### config.mk
export PLATFORM = sky130hd
export DESIGN_NAME = adder_arbiter
export DESIGN_NICKNAME = d
export VERILOG_FILES = /design/src/rtl/adder_arbiter.sv
export SDC_FILE = /design/constraint.sdc
export NUM_CORES = 1
export LEC_CHECK = 0
export ABC_AREA = 1
export BUFFER_PORTS_ARGS = -buffer_cell sky130_fd_sc_hd__buf_2
export CAP_MARGIN = 5
export CORE_MARGIN = 2
export CORE_UTILIZATION = 43
export CTS_CLUSTER_SIZE = 14
export DETAILED_ROUTE_END_ITERATION = 10
export PLACE_DENSITY = 0.76
export SLEW_MARGIN = 20
export SYNTH_ARGS = -nofsm -noshare
export SYNTH_HDL_FRONTEND = slang
export SYNTH_SLANG_ARGS = --single-unit
### constraint.sdc
create_clock -name clk -period 1.64 [get_ports clk]
set_input_delay 0.164 -clock clk [delete_from_list [all_inputs] [get_ports clk]]
set_output_delay 0.164 -clock clk [all_outputs]
set_load 0.1 [all_outputs]
### src/rtl/adder_arbiter.sv
`default_nettype none
// ----------------------------------------------------------------------------
// adder_arbiter : round-robin arbiter sharing one registered adder among four
//                 requesters. Revision 1.0
// ----------------------------------------------------------------------------
module adder_arbiter #(
  parameter int W = 4
) (
  input  logic           clk,
  input  logic           rst,
  input  logic [3:0]     req_valid,
  input  logic [4*W-1:0] req_a,
  input  logic [4*W-1:0] req_b,
  output logic [3:0]     req_ready,
  output logic [W-1:0]   add_a,
  output logic [W-1:0]   add_b,
  output logic           add_en,
  input  logic [W:0]     add_sum,
  output logic           rsp_valid,
  output logic [1:0]     rsp_id,
  output logic [W:0]     rsp_sum,
  input  logic           rsp_ready,
  output logic           busy,
  output logic [7:0]     done_cnt
);

  localparam logic [1:0] IDLE  = 2'd0;
  localparam logic [1:0] ISSUE = 2'd1;
  localparam logic [1:0] WAIT  = 2'd2;
  localparam logic [1:0] RESP  = 2'd3;

  logic [1:0] state;
  logic [1:0] last;
  logic [1:0] winner;
  logic [1:0] cand;
  logic       found;
  logic       accept;

  // First requesting index after the last accepted one, wrapping modulo 4.
  always_comb begin
    winner = last;
    found  = 1'b0;
    cand   = last;
    for (int k = 1; k <= 4; k++) begin
      cand = last + 2'(k);
      if (!found && req_valid[cand]) begin
        winner = cand;
        found  = 1'b1;
      end
    end
  end

  assign accept    = (state == IDLE) && (req_valid != 4'd0);
  assign req_ready = accept ? (4'b0001 << winner) : 4'b0000;
  assign add_en    = (state == ISSUE);
  assign rsp_valid = (state == RESP);
  assign busy      = (state != IDLE);

  always_ff @(posedge clk or negedge rst) begin
    if (!rst) begin
      state    <= IDLE;
      last     <= 2'd3;
      add_a    <= '0;
      add_b    <= '0;
      rsp_id   <= 2'd0;
      rsp_sum  <= '0;
      done_cnt <= 8'd0;
    end else begin
      case (state)
        IDLE: begin
          if (accept) begin
            add_a  <= req_a[winner*W +: W];
            add_b  <= req_b[winner*W +: W];
            rsp_id <= winner;
            last   <= winner;
            state  <= ISSUE;
          end
        end
        ISSUE: state <= WAIT;
        WAIT: begin
          rsp_sum <= add_sum;
          state   <= RESP;
        end
        RESP: begin
          if (rsp_ready) begin
            done_cnt <= done_cnt + 8'd1;
            state    <= IDLE;
          end
        end
        default: state <= IDLE;
      endcase
    end
  end

endmodule
`default_nettype wire

==> results.yml, run 1 <==
status:
  status: "complete, but fails checks"
  violations: "setup timing"
placement:
  dp_slack_ns: -0.3493
  dpl_cell_area_mm2: 0.002550
  routabilityCongestion: 0.8585
  dp_hpwl_um: 3453
  port_buffers: 73
drt:
  ant_nets: 0
  drc: 0
  wl_per_cell_um: 13.94
  vias_per_cell: 4.967
  routed_wl_um: 5564
  drtPass1Iterations: 4
  vias: 1982
  drt-initial-drc-count: 121
critical_path:
  reg2regPathDepth: 16
  startpoint_type: "register"
  r2r_setup_slack_ns: -0.57
  worstPathMaxFanout: 7
  crit_type: "reg2out"
  critPathCaptureType: "primary output"
  cp.required_ns: 1.48
  worstPathArrival_ns: 2.08
finish:
  layout-drive-gt1-share_pct: 57.59
  nNetsFinal: 400
  fin_util_pct: 76.20
  fill_cells: 263
  diodes: 0
  multi_input_area_mm2: 0.001275
  final_cell_mix: "buf_2 (68), nand2_1 (60), buf_4 (29), nand2_4 (27), nand3_1 (23)"
  area_growth_syn_to_layout_pct: 72.11
  design_area_mm2: 0.003004
  final_common_cell: "buf_2"
  seq_area_um2: 683.2
logic_synthesis:
  synth.top_cell.area_share_pct: 35.84
  yosysUniqueCellTypes: 22
  synth_seq_area_share_pct: 38.85
  yosys_warnings: 0
  netlist_area_mm2: 0.001745
  avgSynthCellArea_um2: 7.334
  yosys_register_bits: 27
  synth_fp_nets: 288
  synth.top_cells.by_area: "dfrtp_1 (36%), nand2_1 (20%), nand3_1 (10%), inv_1 (5.6%), ha_1 (4.3%)"
  yosys.area.top_type: "dfrtp_1"
  syn_inst: 238
sta:
  fin_crit_sh_pct: 136.6
  finalSetupTns_ns: -8.196
  rsz0062_at_grt: "yes"
  min_period_ns: 2.240
  relSlewSlack_pct: 62.24
  final_max_slew_viol_count: 0
  finClkSkew_ns: 0.006119
  timing.fmax_mhz: 446.4
  setup_viol: 16
  finalWorstSetupSlack_ns: -0.6000
  worst_pin_slew_ns: 0.5664
  finalHoldViolations: 0
job:
  drv_cap: 0
global_routing:
  grtUsageTotal_pct: 20.06
  grt_pass1_wl_um: 7141
  grt-ovfl-total: 0
  antenna_found_initial: 0
  grt_max_degree: 28
  first_global_vias: 1684
floorplanning:
  die_w_um: 67.71
  num_rows: 23
  die_area_mm2: 0.004585
  core_area_mm2: 0.003943
  die_h_um: 67.71
  start_util_pct: 44.27
  io_pins: 74
cts:
  clk_path_buf_depth: 2
  clockRootBuffer: "clkbuf_8"
  clk_latency_ns: 0.27
  numCtsBuffers: 3
  tritoncts: "built"
  cts.sink_count: 27
  clk_pin_slew_ns: 0.09
  htreeDepth: 1
worst_hold_path:
  hold_class: "in2reg"
  min_delay_path_depth: 2
==> routing by layer <==
metal / vias up / part of all wire (%) / global-route usage (%)
li1: 971 / - / -
met1: 903 / 39 / 25.11
met2: 92 / 50 / 36.52
met3: 16 / 6.8 / 2.000
met4: 0 / 3.8 / 5.357
met5: - / 0 / 0
==> final cells by class <==
cell class / instances / share of cell area [%]
repair buffers: 112 / 27.07
flip-flops and latches: 27 / 22.74
inverters: 28 / 4.040
clock buffers: 3 / 1.374
multi-input cells: 178 / 42.44
well taps: 50 / 2.082
clock inverters: 1 / 0.2499
==> path summary, 6_finish.rpt <==
path / start / end
setup reg to reg: last[0] / add_a[0]
hold reg to reg: done_cnt[7] / done_cnt[7]
hold / removal: add_sum[4] / rsp_sum[4]
max in group asynchronous: rst / done_cnt[0]
setup / recovery: last[0] / req_ready[1]
min in group asynchronous: rst / rsp_sum[4]
==> metrics by stage <==
step | instances | hold WS (ns)
6_report | 399 | 0.1217
5_1_grt | 399 | 0.1092
4_1_cts | 392 | 0.1147
3_5_place_dp | 374 | 0.1875
3_3_place_gp | 374 | 0.1915
2_1_floorplan | 238 | -0.1316
==> sequential cells by signal, summed over array words and instances (netlist names) <==
register  flops
add_a         4
add_b         4
done_cnt      8
last          2
rsp_id        2
rsp_sum       5
state         2
==> synth_stat cells <==
library cell and n:
inv_1 26, nor2_1 9, o22ai_1 1, nand2_1 92, dfstp_2 2, nand3_2 3
clkbuf_1 2, nand3_1 36, xnor2_1 5, o21ai_0 5, inv_2 1, nand4_1 2
buf_6 2, buf_2 1, inv_6 1, mux2_2 5, ha_1 6, o21bai_1 1
dfrtp_1 25, xor2_1 2, nand2_4 4, nand2_2 7
==> worst max-delay path: stages, from the launching register on <==
cell and delay (ns):
dfstp_2 0.62, buf_12 0.15, nand2_4 0.06, nand2_4 0.09, nand2_4 0.07, nand2_4 0.11, nor2_1 0.06, nand2_1 0.11
nand2_1 0.08, nand2_2 0.09, nand2_4 0.08, nor2_4 0.11, buf_12 0.18
==> logic make-up (layout without fill, tap and decap cells) <==
kind of cell               count (synthesis)  count (layout)  share of synthesized area [%]
AOI/OAI and AO/OA                          7               7                          2.222
adders and majority gates                  6               6                          4.301
buffers and inverters                     33             144                          8.315
xor gates and xnor gates                   7               7                          3.513
DFF                                       27              27                          38.85
and+or+nand+nor                          153             153                          39.57
muxes                                      5               5                          3.226
==> repair_timing <==
item	in CTS	in global routing
gates cloned	0	1
pin swaps	17	30
hold endpoints to repair	25	0
setup buffers	13	8
hold buffers	1	0
endpoints found under the setup margin	16	16
resized for setup	8	56
Power of run 1 is not shown: default switching activity piles up to over one toggle a cycle in this logic, so the estimate is an artifact.
==> run 2: changes to the inputs <==
CORE_MARGIN = 1.5   (was 2)
clock period = 2 ns   (was 1.64 ns; I/O delays follow)
==> results.yml, run 2 (same netlist as run 1, synthesis figures left out) <==
cts:
  clockRootBuffer: "clkbuf_8"
  clk_pin_slew_ns: 0.09
  numCtsBuffers: 3
  tritoncts: "built"
  clk_latency_ns: 0.27
  htreeDepth: 1
  clk_path_buf_depth: 2
  cts.sink_count: 27
sta:
  worst_pin_slew_ns: 0.5907
  hold_ws_ns: 0.1570
  setup_viol: 13
  finClkSkew_ns: 0.004637
  timing.fmax_mhz: 438.4
  finalWorstSetupSlack_ns: -0.2808
  finalSetupTns_ns: -1.563
  relSlewSlack_pct: 60.62
  rsz0062_at_grt: "yes"
  finalHoldViolations: 0
  fin_crit_sh_pct: 114.0
  final_max_slew_viol_count: 0
  min_period_ns: 2.281
floorplanning:
  num_rows: 22
  die_h_um: 66.71
  start_util_pct: 46.28
  io_pins: 74
  core_area_mm2: 0.003771
  die_area_mm2: 0.004450
  die_w_um: 66.71
placement:
  dp_hpwl_um: 3388
  port_buffers: 73
  routabilityCongestion: 0.9043
  dp_slack_ns: 0.007282
critical_path:
  worstPathCellList: "inv_8 -> nand2_2 -> nand2_4 -> nand2_4 -> nand2_1 -> o21bai_4 -> buf_4 -> nand3_2 -> nand2_4 -> nor2_4 -> buf_12"
  path_buf_inv: 3
  slowest_delay_ns: 0.70
  critPathTopFamily: "flip-flops"
  startpoint_type: "register"
  critPathMostFrequentCell: "nand2_4"
  worstPathMaxFanout: 8
  crit_type: "reg2out"
  cp_slowest_cell: "dfstp_2"
  worstPathArrival_ns: 2.08
  cp.required_ns: 1.80
  critPathCaptureType: "primary output"
job:
  drv_cap: 0
finish:
  area_growth_syn_to_layout_pct: 52.19
  top_register: "done_cnt"
  layout-drive-gt1-share_pct: 46.97
  reg_top3: "done_cnt (8), rsp_sum (5)"
  diodes: 0
  fill_cells: 303
  final_cell_mix: "nand2_1 (69), buf_2 (69), nand3_1 (33), dfrtp_1 (25), inv_1 (24)"
  nNetsFinal: 381
  largest_register_ffs: 8
  fin_util_pct: 70.44
status:
  status: "complete, but fails checks"
  violations: "setup timing"
drt:
  drt-initial-drc-count: 88
  drc: 0
  wl_per_cell_um: 12.63
  routed_wl_um: 4773
  ant_nets: 0
  vias_per_cell: 4.876
  drtPass1Iterations: 4
  vias: 1843
global_routing:
  grtUsageTotal_pct: 20.95
  grt_max_degree: 28
  antenna_found_initial: 0
  grt_pass1_wl_um: 7169
  first_global_vias: 1695
  grt-ovfl-total: 0
worst_hold_path:
  hold_class: "in2reg"
run 2: stage by stage:
stage               cell area, um2  cells
floorplan                     1826    238
global placement              2356    363
detailed placement            2356    363
CTS                           2505    374
global route                  2656    378
finish                        2656    378
run 2: layer usage:
layer | vias to the layer above | track usage, % | routed length (um) | part of all wire (%)
li1 | 932 | - | - | -
met3 | 4 | 3.716 | 256 | 5.4
met1 | 857 | 26.36 | 2026 | 42
met4 | 0 | 2.296 | 24 | 0.50
met2 | 50 | 38.38 | 2465 | 52
met5 | - | 0 | 0 | 0
run 2: what timing repair did:
action                     CTS  global route
setup endpoints to repair    4            14
hold buffers                 1             0
setup buffers                6             4
pin swaps                    5            19
hold endpoints to repair    25             0
resized for setup           12            32
run 2: layout make-up:
| cell class | count | area (um2) | share of cell area (%) |
|---|---|---|---|
| Multi-Input combinational cell | 178 | 1155 | 43.48 |
| Clock buffer | 3 | 41.29 | 1.554 |
| Tap cell | 48 | 60.06 | 2.261 |
| Timing Repair Buffer | 93 | 594.3 | 22.37 |
| Inverter | 28 | 120.1 | 4.522 |
| Sequential cell | 27 | 678.2 | 25.53 |
| Clock inverter | 1 | 7.507 | 0.2826 |
run 2: final timing paths:
path	startpoint	depth (start not counted)	slack, ns	end
min in group asynchronous	rst	2	0.45	done_cnt[4]
max	last[0]	11	-0.28	req_ready[3]
max reg2reg	last[0]	15	-0.08	add_b[1]
max in group asynchronous	rst	2	1.15	rsp_sum[4]
min	add_sum[4]	2	0.16	rsp_sum[4]
min reg2reg	done_cnt[7]	1	0.47	done_cnt[7]
run 2: worst reg2reg max path, cell delays in order (launching register included):
cell     delay, ns
dfstp_2       0.70
inv_8         0.07
nand2_2       0.08
nand2_4       0.07
nand2_2       0.09
nand2_4       0.07
nand2_4       0.13
nand2_8       0.07
nand2_4       0.09
buf_4         0.11
buf_4         0.14
nand3_1       0.08
nand2_1       0.09
nand2_1       0.05
nand3_1       0.08
nand2_1       0.05
Power of run 2 is left out for the same reason.
==> run 3: changes to the inputs <==
CORE_ASPECT_RATIO = 0.75   (was not set)
GPL_TIMING_DRIVEN = 0   (was not set)
==> results.yml, run 3 (same netlist as run 1, synthesis figures left out) <==
status:
  status: "complete, but fails checks"
  violations: "setup timing"
cts:
  tritoncts: "built"
  numCtsBuffers: 3
  clk_path_buf_depth: 2
  clk_pin_slew_ns: 0.10
  clockRootBuffer: "clkbuf_8"
  htreeDepth: 1
  clk_latency_ns: 0.27
  cts.sink_count: 27
critical_path:
  startpoint_type: "register"
  worstPathArrival_ns: 2.13
  critPathCaptureType: "primary output"
  crit_type: "reg2out"
  worstPathMaxFanout: 8
  reg2regPathDepth: 16
  cp.required_ns: 1.80
global_routing:
  gr-usage-met3_pct: 4.409
  antenna_found_initial: 0
  grt-ovfl-total: 0
  grt.met1_usage_pct: 29.14
  grtUsageTotal_pct: 23.52
  grt_use_met2_pct: 41.96
  grt_pass1_wl_um: 8238
  first_global_vias: 1834
  grt_max_degree: 28
  gr-max-usage-layer: "met2"
drt:
  vias_per_cell: 5.090
  routed_wl_um: 5486
  wl_per_cell_um: 14.03
  drc: 0
  vias: 1990
  drt-initial-drc-count: 83
  drtPass1Iterations: 4
  ant_nets: 0
sta:
  hold_ws_ns: 0.1588
  relSlewSlack_pct: 60.21
  finalWorstSetupSlack_ns: -0.3338
  finClkSkew_ns: 0.01031
  worst_pin_slew_ns: 0.5969
  finalHoldViolations: 0
  setup_viol: 12
  timing.fmax_mhz: 428.5
  final_max_slew_viol_count: 0
  fin_crit_sh_pct: 116.7
  min_period_ns: 2.334
  finalSetupTns_ns: -1.485
  rsz0062_at_grt: "yes"
finish:
  largest_register_ffs: 8
  nNetsFinal: 390
  design_area_mm2: 0.002816
  layout-drive-gt1-share_pct: 46.31
  fin_util_pct: 74.51
  reg_top3: "done_cnt (8), rsp_sum (5)"
  final_cell_mix: "nand2_1 (74), buf_2 (70), nand3_1 (31), dfrtp_1 (25), inv_1 (24)"
  diodes: 0
  final_common_cell: "nand2_1"
  fill_cells: 267
  area_growth_syn_to_layout_pct: 61.36
  top_register: "done_cnt"
floorplanning:
  core_area_mm2: 0.003780
  die_h_um: 58.18
  start_util_pct: 46.18
  num_rows: 19
  die_area_mm2: 0.004454
  io_pins: 74
  die_w_um: 76.57
placement:
  dpl_cell_area_mm2: 0.002256
  port_buffers: 73
  dp_hpwl_um: 3174
  routabilityCongestion: 0.8579
worst_hold_path:
  hold_class: "in2reg"
  min_delay_path_depth: 2
job:
  drv_cap: 0
==> run 3: changes by cell type in the layout (fill, tap and decap cells not counted), moves of 2 or more <==
cell,before,now
nand3_1,33,31
clkbuf_1,0,2
nand2_2,16,9
nand2_8,2,7
inv_8,2,0
nand3_2,3,5
buf_4,17,15
nand2_1,69,74
buf_6,1,7
nand2_4,16,13
==> run 3: final timing paths <==
kind | slack [ns] | endpoint | start
max | -0.33 | req_ready[2] | last[0]
min | 0.16 | rsp_sum[0] | add_sum[0]
max reg2reg | -0.04 | add_a[0] | last[0]
min reg2reg | 0.47 | done_cnt[7] | done_cnt[7]
max in group asynchronous | 1.15 | state[1] | rst
min in group asynchronous | 0.45 | add_a[1] | rst
==> run 3: cell type report <==
cell class | count | area [um2] | area share (%)
tap | 52 | 65.06 | 2.310
multi-input combinational | 178 | 1200 | 42.60
clock buffer | 3 | 41.29 | 1.466
sequential | 27 | 678.2 | 24.08
buffer | 5 | 47.55 | 1.688
clock inverter | 1 | 7.507 | 0.2665
timing repair buffer | 97 | 646.9 | 22.97
inverter | 28 | 130.1 | 4.620
==> run 3: repair_timing <==
item | in CTS | in global routing
endpoints found under the setup margin | 4 | 14
hold buffers | 1 | 0
resized for setup | 54 | 19
setup buffers | 16 | 7
pin swaps | 22 | 17
endpoints found under the hold margin | 25 | 0
==> run 3: layer usage <==
metal	vias up	routed length (um)
met3	13	291
met5	-	0
met2	80	2760
li1	947	-
met1	950	2293
met4	0	141
==> run 3: per-stage QoR <==
step / std cells / worst slack (ns)
4_1_cts: 384 / -0.2666
2_1_floorplan: 238 / -0.1874
5_1_grt: 391 / -0.3983
6_report: 391 / -0.3338
3_3_place_gp: 363 / -0.3817
3_5_place_dp: 363 / -0.4151
==> run 3: worst max-delay path, cell delays in order (launching register included) <==
cell,delay [ns]
dfstp_2,0.56
buf_12,0.14
inv_12,0.05
nand2_4,0.06
nand2_4,0.06
nand2_1,0.08
nand2_2,0.09
nand2_4,0.14
nand3_4,0.15
nand2_8,0.11
nand2_4,0.07
nor2_4,0.15
buf_12,0.18
Power of run 3 is left out for the same reason.
